==> src/rtl/inst_fetch_mem.sv <==
// Instruction memory with a LOAD phase (program streamed in word by word) and a
// RUN phase (one-cycle-latency fetch with a valid/ready instruction output).
module inst_fetch_mem #(
  parameter int DATA_W = 32,
  parameter int ADDR_W = 8
) (
  input  logic              clk,
  input  logic              rst_n,
  input  logic              loadValid,
  input  logic [DATA_W-1:0] loadData,
  input  logic              loadLast,
  output logic              loadReady,
  input  logic              loadStart,
  input  logic              fetchReq,
  input  logic [ADDR_W-1:0] fetchAddr,
  output logic              fetchReady,
  output logic              instValid,
  output logic [DATA_W-1:0] instruction,
  input  logic              instReady,
  output logic              misaligned,
  output logic              loaded,
  output logic [ADDR_W-2:0] wordCount
);

  localparam int DEPTH = 1 << (ADDR_W - 2);
  localparam int CNT_W = ADDR_W - 1;

  typedef enum logic {
    ST_LOAD = 1'b0,
    ST_RUN  = 1'b1
  } state_t;

  state_t            r_state;
  logic [DATA_W-1:0] r_mem [DEPTH];
  logic [CNT_W-1:0]  r_wordCount;
  logic              r_loaded;
  logic              r_instValid;
  logic              r_misaligned;
  logic [DATA_W-1:0] r_instruction;

  logic              w_loadBeat;
  logic              w_lastBeat;
  logic              w_fetchReady;
  logic              w_fetchAccept;
  logic [ADDR_W-3:0] w_fetchIdx;
  logic              w_inRange;

  assign w_loadBeat    = loadValid && (r_state == ST_LOAD);
  assign w_lastBeat    = loadLast || (r_wordCount == CNT_W'(DEPTH - 1));
  assign w_fetchReady  = (r_state == ST_RUN) && !loadStart && (!r_instValid || instReady);
  assign w_fetchAccept = fetchReq && w_fetchReady;
  assign w_fetchIdx    = fetchAddr[ADDR_W-1:2];
  // Words at or beyond the loaded count read as NOP, which also hides stale
  // contents left in the array across a reset or a reload.
  assign w_inRange     = {1'b0, w_fetchIdx} < r_wordCount;

  always_ff @(posedge clk) begin
    if (rst_n && w_loadBeat) begin
      r_mem[r_wordCount[ADDR_W-3:0]] <= loadData;
    end
  end

  always_ff @(posedge clk or negedge rst_n) begin
    if (!rst_n) begin
      r_state       <= ST_LOAD;
      r_wordCount   <= '0;
      r_loaded      <= 1'b0;
      r_instValid   <= 1'b0;
      r_instruction <= '0;
      r_misaligned  <= 1'b0;
    end else begin
      case (r_state)
        ST_LOAD: begin
          if (w_loadBeat) begin
            r_wordCount <= r_wordCount + CNT_W'(1);
            if (w_lastBeat) begin
              r_state  <= ST_RUN;
              r_loaded <= 1'b1;
            end
          end
        end
        ST_RUN: begin
          // A reload waits until the held instruction has been consumed.
          if (loadStart && !r_instValid) begin
            r_state     <= ST_LOAD;
            r_wordCount <= '0;
            r_loaded    <= 1'b0;
          end
        end
        default: r_state <= ST_LOAD;
      endcase

      if (w_fetchAccept) begin
        r_instValid   <= 1'b1;
        r_instruction <= w_inRange ? r_mem[w_fetchIdx] : '0;
        r_misaligned  <= (fetchAddr[1:0] != 2'b00);
      end else if (r_instValid && instReady) begin
        r_instValid <= 1'b0;
      end
    end
  end

  assign loadReady   = (r_state == ST_LOAD);
  assign fetchReady  = w_fetchReady;
  assign instValid   = r_instValid;
  assign instruction = r_instruction;
  assign misaligned  = r_misaligned;
  assign loaded      = r_loaded;
  assign wordCount   = r_wordCount;

endmodule

==> config.mk <==
export PLATFORM = sky130hd
export DESIGN_NAME = inst_fetch_mem
export DESIGN_NICKNAME = d
export VERILOG_FILES = /design/src/rtl/inst_fetch_mem.sv
export SDC_FILE = /design/constraint.sdc
export NUM_CORES = 2
export LEC_CHECK = 0
export CAP_MARGIN = 20
export CORE_MARGIN = 5
export CORE_UTILIZATION = 55
export CTS_BUF_LIST = sky130_fd_sc_hd__clkbuf_4 sky130_fd_sc_hd__clkbuf_8
export DETAILED_ROUTE_END_ITERATION = 8
export GPL_TIMING_DRIVEN = 0
export PLACE_DENSITY = 0.73
export REMOVE_ABC_BUFFERS = 1
export SLEW_MARGIN = 10
export SYNTH_ARGS = -nofsm -noshare
export SYNTH_HDL_FRONTEND = slang
export SYNTH_SLANG_ARGS = --single-unit
==> constraint.sdc <==
create_clock -name clk -period 3.48 [get_ports clk]
set_input_delay 0.696 -clock clk [delete_from_list [all_inputs] [get_ports clk]]
set_output_delay 0.696 -clock clk [all_outputs]
set_load 0.03 [all_outputs]
======== Word level (Yosys, flattened, before mapping) ========
Memory sizes are Yosys's and may differ from the RTL's.
Index checks and enable logic that the tools add are counted.
word-level totals
  register bits after elaboration ......... 43
  RAM bits ................................ 2048
  input bits .............................. 47
  logic and storage cells ................. 45
  memories kept ........................... 1
memory list
  name   depth  bits a word  read ports  clocked after Yosys merged registers in  wr ports  line  source
  r_mem  64     32           1           0                                        1         34    logic [DATA_W-1:0] r_mem [DEPTH];
cells by class
  $add $sub $neg .......................... 1
  order comparisons ....................... 1
  eq/ne operators ......................... 4
  multiplexer cells ....................... 16
  bitwise operators ....................... 1
  reductions and logical operators ........ 15
operator list
  kind                                                  count
  2-to-1 mux 32 bit                                     1
  2-to-1 mux 7 bit                                      2
  case mux 7 bit (2 select lines)                       1
  2-to-1 mux 1 bit                                      10
  adder 7 x 1 -> 7 bit (second input constant)          1
  equality test 7 x 6 -> 1 bit (second input constant)  1
  logical AND 1 bit                                     7
  < comparator 6 x 7 -> 1 bit                           1
  != test 2 x 1 -> 1 bit (second input constant)        3
  case mux 1 bit (2 select lines)                       2
  nonzero test 2 bit                                    2
  AND reduction 3 bit                                   1
  zero test 1 bit                                       2
  logical OR 1 bit                                      2
  AND reduction 2 bit                                   1
  NOT 1 bit                                             1

======== Logic depth before layout (Yosys ltp) ========
  depth in word-level cells ............... 5
  depth in mapped cells ................... 11

======== Worst setup path before layout ========
No wires, ideal clock.
  path type ............................... input-to-reg
  start ................................... in loadValid
  end ..................................... mem r_mem[60][0] (enable)
  data arrival time ....................... 2.823 ns
  required time ........................... 3.059 ns
  slack ................................... 0.236 ns
  cell stages on the path ................. 4
  path buffers ............................ 1
  cell sequence ........................... nor2b_1 clkbuf_1 nand4_1 nor2_1
between the ends
  cells in the longest elaborated chain, start to end .. 4
RTL lines
  what                                    line  source
  from (decl)                             9     input logic loadValid,
  logical AND 1 bit                       48    assign w_loadBeat = loadValid && (r_state == ST_LOAD);
  logical AND 1 bit                       58    if (rst_n && w_loadBeat) begin
  2-to-1 mux 1 bit                        58
  2-to-1 mux 1 bit (implied by the code)  59    r_mem[r_wordCount[ADDR_W-3:0]] <= loadData;
  to (decl)                               34
No other way between the ends.

======== Worst setup path after layout ========
  start ................................... reg r_state
  end ..................................... mem r_mem[33][12] (enable)
between the ends
  cells in the longest elaborated chain, start to end .. 5
RTL lines
  what                                    line  source
  from (decl)                             33    state_t r_state;
  from (signal assigned)                  65    r_state <= ST_LOAD;
  from (signal assigned)                  77    r_state <= ST_RUN;
  from (signal assigned)                  85    r_state <= ST_LOAD;
  NOT 1 bit                               --
  logical AND 1 bit                       48
  logical AND 1 bit                       58
  2-to-1 mux 1 bit                        58
  2-to-1 mux 1 bit (implied by the code)  59
No other way between the ends.

==> impl_metrics.env <==
export IMPL_crit_slowest_cell="nor2_4"
export IMPL_required_ns=4.13
export IMPL_hold_violations=0
export IMPL_yosysSeqAreaShare_pct=78.3
export IMPL_fin_crit_sh_pct=102
export IMPL_track_usage_pct=26.4
export IMPL_p_clk_share_pct=39.0
export IMPL_wirelength_um=203000
export IMPL_regToRegStartpoint="r_state$_DFF_PN0_"
export IMPL_max_freq_ghz=0.282
export IMPL_io_buffers=90
export IMPL_maxSlewViolCount=0
export IMPL_power_density_nw_per_um2=555
export IMPL_min_path_type="in -> reg"
export IMPL_area_growth_pct=16.4
export IMPL_placeableCoreArea_um2=144000
export IMPL_die_area_um2=153000
export IMPL_utilization_pct=64.6
export IMPL_die_w_um=391
export IMPL_setup_ws_ns=-0.0653
export IMPL_vias_per_cell=6.58
export IMPL_fin_skew_ns=0.0575
export IMPL_clkSinkCount=2091
export IMPL_nNetsFinal=4076
export IMPL_p_leak_nw=30.2
export IMPL_synth_flop_cell="edfxtp_1"
export IMPL_hp_start="loadData[4]"
export IMPL_grt_met2_usage_pct=41.8
export IMPL_grt_antenna_before_repair=20
export IMPL_grt_max_degree=92
export IMPL_outcome="complete, but fails checks"
export IMPL_stdcell_area_um2=93100
export IMPL_dp_hpwl_um=124000
export IMPL_internal_power_w=0.0401
export IMPL_synth_top_area_cell="edfxtp_1"
export IMPL_relSlewSlack_pct=32.1
export IMPL_cts_made_buffers=336
export IMPL_h_tree_depth=5
export IMPL_seqPwrFrac_pct=54.5
export IMPL_io_pins=91
export IMPL_yosysWarnings=0
export IMPL_path_class="reg -> reg"
export IMPL_cts_tree="built"
export IMPL_netSwitchingFraction_pct=22.4
export IMPL_synthArstFlopShare_pct=2.06
export IMPL_grt_pass1_vias=40600
export IMPL_cp_cell_sequence="nor2b_2 > and3_1 > nand2_1 > nor2_4 > buf_12"
export IMPL_layout_drive_gt1_share_pct=30.3
export IMPL_vdd_drop_max_mv=0.574
export IMPL_power_w=0.0517
export IMPL_max_cap_violations=0
export IMPL_syn_avg_cell_area_um2=22.2
export IMPL_fp_row_count=139
export IMPL_gp_congestion=0.842
export IMPL_root_buffer="clkbuf_8"
export IMPL_worstPathArrival_ns=4.20
export IMPL_share_comb_of_total_power_pct=6.5
export IMPL_synthesis_area_um2=79900
export IMPL_cts_buffer_depth=4
export IMPL_switchingPower_w=0.0116
export IMPL_synth_seq_cells=2091
export IMPL_path_buf_inv=1
export IMPL_netlist_area_leader_share_pct=76.9
export IMPL_crit_fanout=17
export IMPL_die_height_um=391
export IMPL_yosysUniqueCellTypes=47
export IMPL_grt_overflow_total=0
export IMPL_yosysMostFrequentCell="edfxtp_1"
export IMPL_startpoint="r_state$_DFF_PN0_"
export IMPL_drc=0
export IMPL_post_place_ws_ns=-1.47
export IMPL_synth_common_cells="edfxtp_1 (2048), mux4_2 (455), mux2i_1 (243)"
export IMPL_final_antenna_net_count=0
export IMPL_grt_pass1_wl_um=287000
export IMPL_grtUsageMet1_pct=35.5
export IMPL_start_util_pct=55.5
export IMPL_drtIter0Drc=5426
export IMPL_min_period_ns=3.55
export IMPL_dr_pass1_iters=6
export IMPL_clk_latency_ns=1.01
export IMPL_crit_path_start_kind="flip-flop"
export IMPL_crit_family="simple AND/OR/NAND/NOR gates"
export IMPL_met3_usage_pct=7.54
export IMPL_cp_end_kind="flip-flop"
export IMPL_wl_per_cell_um=32.8
export IMPL_max_stage_delay_ns=0.85
export IMPL_synth_edf_count=2048
export IMPL_cts_clk_slew_worst_paths_ns=0.06
export IMPL_dpl_instance_area_um2=86000
export IMPL_synth_area_leaders="edfxtp_1 (77%), mux4_2 (13%), mux2i_1 (3.0%)"
export IMPL_violations="setup timing"
export IMPL_setup_viol=83
export IMPL_syn_inst=3599
export IMPL_worst_slew_pin_slew_ns=1.02
export IMPL_grt_busiest_layer="met2"
export IMPL_route_vias_total=40700
[final timing paths]
| check | end | slack, ns | depth (start not counted) |
|---|---|---|---|
| setup / recovery | r_mem[33][12]$_DFFE_PP_ | -0.07 | 5 |
| hold / removal | r_mem[12][4]$_DFFE_PP_ | 0.09 | 1 |
| setup reg to reg | r_mem[33][12]$_DFFE_PP_ | -0.07 | 5 |
| hold reg to reg | loaded$_DFFE_PN0P_ | 0.50 | 2 |
| max in group asynchronous | instruction[16]$_DFFE_PN0P_ | 2.49 | 2 |
| min in group asynchronous | instValid$_DFFE_PN0P_ | 0.33 | 2 |
[flip-flops by register name (all words and copies together), names as in the netlist]
name and count:
instValid 1, instruction 32, loaded 1, misaligned 1
r_mem 2048, r_state 1, wordCount 7
[layer usage]
layer | up-vias | routed length, um
li1 | 16200 | -
met5 | - | 93
met1 | 21300 | 73900
met2 | 2671 | 97800
met3 | 531 | 22900
met4 | 16 | 8400
[repair_timing]
action / CTS / global route
endpoints found under the hold margin: 50 / 0
pin swaps: 13 / 3
hold buffers: 2 / 0
buffers inserted: 29 / 14
setup endpoints to repair: 1257 / 154
resized for setup: 11 / 8
gates cloned: 2 / 1
[logic make-up after synthesis]
kind of cell	synth area share [%]
AND/OR/NAND/NOR	1.63
adder cells (fa/ha/maj)	0.0939
multiplexers	15.9
flip-flops	78.3
buffers and inverters	1.44
AO/OA/AOI/OAI	2.63
[per-stage QoR]
step | setup TNS [ns] | hold WS [ns] | instances
2_1_floorplan | 0 | 0.400 | 3405
3_3_place_gp | - | 0.471 | 5398
3_5_place_dp | -1742.67 | 0.487 | 5540
4_1_cts | 0 | 0.00787 | 6160
5_1_grt | -5.73 | 0.0468 | 6176
6_report | -2.45 | 0.0888 | 6183
[area by class of cell]
class / instances / area (um^2)
inverter: 58 / 218
antenna: 8 / 20.0
tap: 1903 / 2380
multi-input combinational: 1257 / 16900
sequential: 2091 / 62600
timing repair buffer: 279 / 4630
fill: 9011 / 50900
clock inverter: 118 / 616
clock buffer: 469 / 5750
[power by group through the flow]
| stage | Sequential, W | Combinational [W] | Clock (W) |
|---|---|---|---|
| floorplan | 0.0288 | 0.00116 | 0 |
| CTS | 0.0281 | 0.00329 | 0.0204 |
| finish | 0.0282 | 0.00334 | 0.0202 |
| global placement | 0.0287 | 0.00515 | 0 |
| global route | 0.0281 | 0.00349 | 0.0217 |
| detailed placement | 0.0286 | 0.00325 | 0 |
[cell usage in the layout (no fill, tap or decap), drive strengths merged, types with 31 or more instances in the layout]
cell / synthesis / routed
a221o: 31 / 31
a22oi: 110 / 110
buf: 115 / 223
clkbuf: 79 / 469
clkdlybuf4s50: 0 / 52
clkinv: 0 / 108
dfrtp: 43 / 43
edfxtp: 2048 / 2048
inv: 58 / 59
mux2i: 243 / 243
mux4: 455 / 455
nand2: 39 / 39
nand3: 97 / 97
nor2: 85 / 85
o22ai: 34 / 34
Note: power is estimated with default switching activity, not from simulation.
